`src/rtl/i2c_phase_timer_pkg.sv`:
```
// Shared I2C timing definitions: controller state encoding and phase defaults,
// imported by the phase timer and by the I2C master FSM.
package i2c_phase_timer_pkg;

  typedef enum logic [1:0] {StIdle, StRun, StHold} state_e;

  localparam int unsigned DefPhases       = 4;
  localparam int unsigned DefStretchPhase = 2;

endpackage

```
`src/rtl/i2c_tick_counter.sv`:
```
// Reloadable down-counter that sets the length of one I2C bit phase.
// Load has priority over En; Zero flags the last cycle of the phase.
module i2c_tick_counter #(
  parameter int unsigned SIZE = 8
) (
  input  logic            Clk,
  input  logic            Rst,
  input  logic            Load,
  input  logic            En,
  input  logic [SIZE-1:0] Ticks,
  output logic            Zero
);

  logic [SIZE-1:0] cnt_q;

  always_ff @(posedge Clk) begin
    if (Rst) begin
      cnt_q <= '0;
    end else if (Load) begin
      cnt_q <= Ticks;
    end else if (En) begin
      cnt_q <= cnt_q - 1'b1;
    end
  end

  assign Zero = (cnt_q == '0);

endmodule

```
`src/rtl/i2c_phase_timer.sv`:
```
// I2C bit phase sequencer: steps through PHASES phases of Ticks+1 cycles each,
// with SCL-stretch hold in one phase, freeze on Stop and single-bit mode.
module i2c_phase_timer
  import i2c_phase_timer_pkg::*;
#(
  parameter int unsigned SIZE          = 8,
  parameter int unsigned PHASES        = DefPhases,
  parameter int unsigned PW            = 2,
  parameter int unsigned STRETCH_PHASE = DefStretchPhase
) (
  input  logic            Clk,
  input  logic            Rst,
  input  logic            Start,
  input  logic            Stop,
  input  logic            Hold,
  input  logic            Single,
  input  logic [SIZE-1:0] Ticks,
  output logic            Tick,
  output logic [PW-1:0]   Phase,
  output logic            Bit_done,
  output logic            Busy
);

  localparam logic [PW-1:0] LastPhase    = PW'(PHASES - 1);
  localparam logic [PW-1:0] StretchPhase = PW'(STRETCH_PHASE);

  state_e        state_q, state_d;
  logic [PW-1:0] phase_q, phase_d;
  logic          tick_q, tick_d;
  logic          bit_done_q, bit_done_d;
  logic          cnt_load, cnt_en, cnt_zero;

  i2c_tick_counter #(
    .SIZE (SIZE)
  ) u_tick_counter (
    .Clk   (Clk),
    .Rst   (Rst),
    .Load  (cnt_load),
    .En    (cnt_en),
    .Ticks (Ticks),
    .Zero  (cnt_zero)
  );

  always_comb begin
    state_d    = state_q;
    phase_d    = phase_q;
    tick_d     = 1'b0;
    bit_done_d = 1'b0;
    cnt_load   = 1'b0;
    cnt_en     = 1'b0;
    if (Start) begin
      state_d  = StRun;
      phase_d  = '0;
      tick_d   = 1'b1;
      cnt_load = 1'b1;
    end else if (Stop) begin
      // Everything frozen; strobes already defaulted low.
    end else if (state_q != StIdle) begin
      if (Hold && (phase_q == StretchPhase)) begin
        state_d = StHold;
      end else begin
        // Leaving HOLD counts on the same edge, so held cycles add one-for-one.
        state_d = StRun;
        if (cnt_zero) begin
          cnt_load = 1'b1;
          if (phase_q == LastPhase) begin
            bit_done_d = 1'b1;
            phase_d    = '0;
            if (Single) begin
              state_d = StIdle;
            end else begin
              tick_d = 1'b1;
            end
          end else begin
            phase_d = phase_q + 1'b1;
            tick_d  = 1'b1;
          end
        end else begin
          cnt_en = 1'b1;
        end
      end
    end
  end

  always_ff @(posedge Clk) begin
    if (Rst) begin
      state_q    <= StIdle;
      phase_q    <= '0;
      tick_q     <= 1'b0;
      bit_done_q <= 1'b0;
    end else begin
      state_q    <= state_d;
      phase_q    <= phase_d;
      tick_q     <= tick_d;
      bit_done_q <= bit_done_d;
    end
  end

  assign Tick     = tick_q;
  assign Phase    = phase_q;
  assign Bit_done = bit_done_q;
  assign Busy     = (state_q != StIdle);

endmodule

```
`config.mk`:
```
export PLATFORM = sky130hd
export DESIGN_NAME = i2c_phase_timer
export DESIGN_NICKNAME = d
export VERILOG_FILES = /design/src/rtl/i2c_phase_timer_pkg.sv /design/src/rtl/i2c_tick_counter.sv /design/src/rtl/i2c_phase_timer.sv
export SDC_FILE = /design/constraint.sdc
export NUM_CORES = 1
export LEC_CHECK = 0
export CAP_MARGIN = 30
export CORE_UTILIZATION = 48
export DETAILED_ROUTE_END_ITERATION = 6
export PLACE_DENSITY_LB_ADDON = 0.05
export SYNTH_ARGS = -nofsm -noshare
export SYNTH_HDL_FRONTEND = slang
export SYNTH_SLANG_ARGS = --single-unit
```
`constraint.sdc`:
```
create_clock -name Clk -period 2.3 [get_ports Clk]
set_input_delay 0.23 -clock Clk [delete_from_list [all_inputs] [get_ports Clk]]
set_output_delay 0.23 -clock Clk [all_outputs]
set_load 0.02 [all_outputs]
```
Word-level counts from Yosys, hierarchy flattened

Cells that the tools add are included.

Register bits: 14
Output and inout bits: 5
Word-level logic and storage cells: 53

Add/sub/neg operators: 2
Eq/ne operators: 3
Muxes and demuxes: 28
Bitwise gates (word level): 4
Reductions and logical operators: 10

Operators by type and width:

| operator                                          | count |
|---|---|
| 2-to-1 mux 1 bit                                  | 24 |
| 2-to-1 mux 8 bit                                  | 2 |
| logical NOT 8 bit                                 | 1 |
| subtractor 8 x 1 -> 8 bit (second input constant) | 1 |
| nonzero test 2 bit                                | 3 |
| OR reduction 6 bit                                | 1 |
| equality test 2 bit (second input constant)       | 2 |
| 2-to-1 mux 2 bit                                  | 2 |
| inverter 1 bit                                    | 4 |
| AND reduction 2 bit                               | 2 |
| AND reduction 4 bit                               | 1 |
| adder 2 x 1 -> 2 bit (second input constant)      | 1 |
| inequality test 2 bit (second input constant)     | 1 |
| OR reduction 2 bit                                | 1 |
| logical AND 1 bit                                 | 1 |

Longest topological paths before layout

Depth in word-level cells: 8
Mapped depth: 7
Depth with buffers taken out: 6

Hierarchy

From an unflattened synthesis, not the netlist that was laid out.

Cells, all modules: 93
Area, all modules: 795.8 sq um

By module, submodules not included:

| module           | times used | cells an instance | area each (sq um) | seq. area each (sq um) |
|---|---|---|---|---|
| i2c_tick_counter | 1          | 56                | 473.0             | 160.2 |
| i2c_phase_timer  | 1          | 37                | 322.8             | 120.1 |

Worst setup path after synthesis

No wires, ideal clock.

Path kind: register to register
From: register phase_q[0], in the netlist Phase[0]
To: register phase_q[1], in the netlist Phase[1]
Data arrival time: 1.545 ns
Required time: 2.200 ns
Path slack: 0.655 ns
Stages on the path, launching flop included: 8
Period minus slack after synthesis: 1.645 ns
Cells stage by stage: dfxtp_1 > inv_1 > ha_1 > nand2_1 > and4_1 > buf_4 > nor2_2 > a2111oi_4

Cells in the longest elaborated chain, start to end: 4

RTL lines:

| element                       | RTL line              | RTL |
|---|---|---|
| start, declared               | i2c_phase_timer.sv:28 | `logic [PW-1:0] phase_q, phase_d;` |
| start signal, assigned        | i2c_phase_timer.sv:93 | `phase_q <= phase_d;` |
| equality test 2 bit           | i2c_phase_timer.sv:59 | `if (Hold && (phase_q == StretchPhase)) begin` |
| logical AND 1 bit             | i2c_phase_timer.sv:59 |  |
| inverter 1 bit (no line)      | -                     |  |
| AND reduction 4 bit (no line) | -                     |  |

Parallel ways exist; a longest one is shown, timed or not.
A chain may end at the register's enable or synchronous reset.

Worst setup path after layout

From: register u_tick_counter.cnt_q[0]
To: register u_tick_counter.cnt_q[6]

Cells in the longest elaborated chain, start to end: 7

RTL lines:

| element                                                       | RTL line               | RTL |
|---|---|---|
| start, declared                                               | i2c_tick_counter.sv:14 | `logic [SIZE-1:0] cnt_q;` |
| start signal, assigned                                        | i2c_tick_counter.sv:20 | `cnt_q <= Ticks;` |
| start signal, assigned                                        | i2c_tick_counter.sv:22 | `cnt_q <= cnt_q - 1'b1;` |
| logical NOT 8 bit                                             | i2c_tick_counter.sv:26 | `assign Zero = (cnt_q == '0);` |
| 2-to-1 mux 1 bit                                              | i2c_phase_timer.sv:64  | `if (cnt_zero) begin` |
| 2-to-1 mux 1 bit                                              | i2c_phase_timer.sv:59  |  |
| 2-to-1 mux 1 bit                                              | i2c_phase_timer.sv:58  | `end else if (state_q != StIdle) begin` |
| 2-to-1 mux 1 bit                                              | i2c_phase_timer.sv:56  | `end else if (Stop) begin` |
| 2-to-1 mux 1 bit                                              | i2c_phase_timer.sv:51  | `if (Start) begin` |
| 2-to-1 mux 8 bit / nonzero test 2 bit (equally long branches) | -                      |  |

Parallel ways exist; a longest one is shown, timed or not. The select of a mux whose other input is x is not followed.

==> impl_metrics.env <==
export IMPL_outcome="completed"
export IMPL_viasPerCell=6.11
export IMPL_syn_cell_area_um2=856
export IMPL_htree_levels=1
export IMPL_synth_edf_count=0
export IMPL_crit_start="u_tick_counter.cnt_q[0]"
export IMPL_period_needed_ps=1740
export IMPL_critical_path_class="register to register"
export IMPL_critPathArrivalTime_ps=1940
export IMPL_r2r_end="u_tick_counter.cnt_q[6]"
export IMPL_critPathRequiredTime_ps=2500
export IMPL_syn_area_per_cell_um2=8.56
export IMPL_cp_common_cell="buf_4"
export IMPL_routed_wl_um=1970
export IMPL_vias=849
export IMPL_area_growth_pct=29.4
export IMPL_ys_seq_elements=14
export IMPL_core_um2=1580
export IMPL_rows=14
export IMPL_ys_async_sr_fraction_pct=0
export IMPL_r2r_cells=8
export IMPL_r2r_start="u_tick_counter.cnt_q[0]"
export IMPL_critPathMaxStageDelay_ps=360
export IMPL_die_x_um=44.2
export IMPL_maxCapViolations=0
export IMPL_clockPowerShare_pct=30.3
export IMPL_dieArea_um2=1960
export IMPL_endpoint="u_tick_counter.cnt_q[6]"
export IMPL_io_pins=19
export IMPL_slowest_stage="dfxtp_1"
export IMPL_cts_num_sinks=14
export IMPL_ctsHoldBuffers=0
export IMPL_grt_total_usage_pct=21.6
export IMPL_p_int_mw=0.435
export IMPL_rsz0062_at_grt="false"
export IMPL_place_congestion=0.865
export IMPL_drc=0
export IMPL_first_global_vias=676
export IMPL_synth_cells=100
export IMPL_first_pass_iters=6
export IMPL_die_h_um=44.2
export IMPL_p_leak_nw=0.439
export IMPL_grt_first_pass_wirelength_um=3130
export IMPL_post_cts_buffers=0
export IMPL_start_util_pct=54.3
export IMPL_drt_initial_drc_count=35
export IMPL_crit_path_end_kind="register"
export IMPL_yosysUniqueCellTypes=42
export IMPL_crit_chain="inv_1, ha_1, nor3b_2, buf_4, a41oi_1, buf_4, nor2_1, nor4_1"
export IMPL_relSlewSlack_pct=65.6
export IMPL_finalHoldViolations=0
export IMPL_antenna_found_initial=0
export IMPL_seq_power_share_pct=44.2
export IMPL_clockRootBuffer="clkbuf_4"
export IMPL_fillers=140
export IMPL_hold_path_class="input port to register"
export IMPL_fmax_mhz=575
export IMPL_design_area_um2=1110
export IMPL_synth_nets=118
export IMPL_clkLatencyLatePin_ps=290
export IMPL_ys_seq_area_share_pct=32.7
export IMPL_grt_max_degree=13
export IMPL_comb_power_share_pct=25.5
export IMPL_grt_overflow=0
export IMPL_sw_frac_of_total_pct=30.4
export IMPL_drive_above_1_share_pct=11.4
export IMPL_p_sw_mw=0.190
export IMPL_port_buffers=18
export IMPL_finalMaxSlewViolations=0
export IMPL_tritoncts="yes"
export IMPL_cts_buffer_depth=2
export IMPL_synth_warnings=0
export IMPL_fin_skew_ps=7.16
export IMPL_cp_start_kind="register"
export IMPL_finalSetupViolations=0
export IMPL_min_period_over_period_pct=75.6
export IMPL_regToRegSetupSlack_ps=560
export IMPL_cp_max_fo=8
export IMPL_synth_ff_type="dfxtp_1"
export IMPL_ant_nets=0
export IMPL_powerDensity_nw_per_um2=565
export IMPL_numCtsBuffers=3
export IMPL_setup_tns_ps=0
export IMPL_vdd_ir_drop_max_mv=0.425
export IMPL_num_nets_final=142
export IMPL_wl_per_cell_um=14.2
export IMPL_cts_resized=0
export IMPL_place_area_um2=1070
export IMPL_worst_pin_slew_ps=514
export IMPL_path_clk_slew_ps=100
export IMPL_place_hpwl_um=1470
export IMPL_antenna_cells=0
==> registers in the layout, summed over array words and instances (netlist names) <==
name and flops:
Phase 2, u_tick_counter.cnt_q 8, Tick 1, state_q 2
Bit_done 1
==> final cells by class <==
type                       count  area (um^2)  area share [%]
tap                           16         20.0            1.81
timing repair buffer          22          210            19.0
clock buffer                   4         36.3            3.28
multi-input combinational     77          538            48.6
inverter                       6         22.5            2.03
sequential                    14          280            25.3
==> through the flow <==
stage          utilization [%]  setup slack, ps  total power, mW  hold WS (ps)  cells
6_report                  70.2              562            0.625           498    139
5_1_grt                   70.2              383            0.653           519    139
4_1_cts                   70.2              601            0.621           507    139
3_5_place_dp              67.9              440            0.439           516    135
3_3_place_gp              67.9              482            0.436           502    135
2_1_floorplan                -              655            0.376           384    100
==> routing by layer <==
metal  vias up  global-route usage (%)  routed length (um)
met5         -                       0                   0
met4         0                    5.45                   0
met3         0                    3.67                  77
met2        29                    30.6                 888
met1       393                    33.5                1010
li1        427                       -                   -
==> placed cells by master, fill, tap and decap left out, types with 2 or more instances in the layout <==
cell type and count:
nor4_1 3, inv_1 6, clkbuf_4 3, nand2_1 7
ha_1 4, nor3_1 2, a21oi_1 5, o21ai_0 4
clkdlybuf4s50_1 18, dfxtp_1 14, nor2_1 14, o32ai_1 2
buf_4 4, and3_1 2, mux2i_1 2, a211oi_1 4
a31oi_1 2, and4_1 2
==> synth_stat cells (2+ instances only) <==
cell / count / area (um^2)
dfxtp_1: 14 / 280
nor2_1: 14 / 52.6
nand2_1: 7 / 26.3
inv_1: 6 / 22.5
a21oi_1: 5 / 25.0
a211oi_1: 4 / 30.0
ha_1: 4 / 50.1
o21ai_0: 4 / 20.0
nor4_1: 3 / 18.8
a31oi_1: 2 / 12.5
and3_1: 2 / 12.5
and4_1: 2 / 17.5
mux2i_1: 2 / 20.0
nor3_1: 2 / 10.0
o32ai_1: 2 / 17.5
==> power groups by stage <==
stage | Clock, mW | Combinational (mW) | Sequential [mW]
floorplan | 0 | 0.0961 | 0.280
global placement | 0 | 0.155 | 0.281
detailed placement | 0 | 0.157 | 0.282
CTS | 0.187 | 0.158 | 0.276
global route | 0.199 | 0.176 | 0.278
finish | 0.190 | 0.160 | 0.276
==> critical path, delay by kind of cell (launching register included) <==
kind | cells | cell delay (ps)
AO/OA/AOI/OAI | 1 | 210
flip-flops | 1 | 360
adder cells (fa/ha/maj) | 1 | 220
buffers and inverters | 3 | 420
AND/OR/NAND/NOR | 3 | 430
==> worst min path at each step <==
stage | from | to | slack [ps] | cells after the start
after floorplan | Ticks[3] | u_tick_counter.cnt_q[3] | 380 | 2
after global placement | u_tick_counter.cnt_q[0] | u_tick_counter.cnt_q[0] | 500 | 2
after detailed placement | u_tick_counter.cnt_q[0] | u_tick_counter.cnt_q[0] | 520 | 2
after CTS | Ticks[1] | u_tick_counter.cnt_q[1] | 510 | 3
after global routing | Ticks[1] | u_tick_counter.cnt_q[1] | 520 | 3
final | Ticks[1] | u_tick_counter.cnt_q[1] | 500 | 3
==> cells by family (layout without fill, tap and decap cells) <==
family | Yosys count | after routing | share of synthesized area [%]
flip-flops | 14 | 14 | 32.7
XOR/XNOR | 2 | 2 | 2.05
AO/OA/AOI/OAI | 27 | 27 | 24.7
multiplexers | 2 | 2 | 2.34
adder cells (fa/ha/maj) | 4 | 4 | 5.85
buffers and inverters | 9 | 32 | 4.39
AND/OR/NAND/NOR | 42 | 42 | 27.9
(Power assumes the default switching activity.)
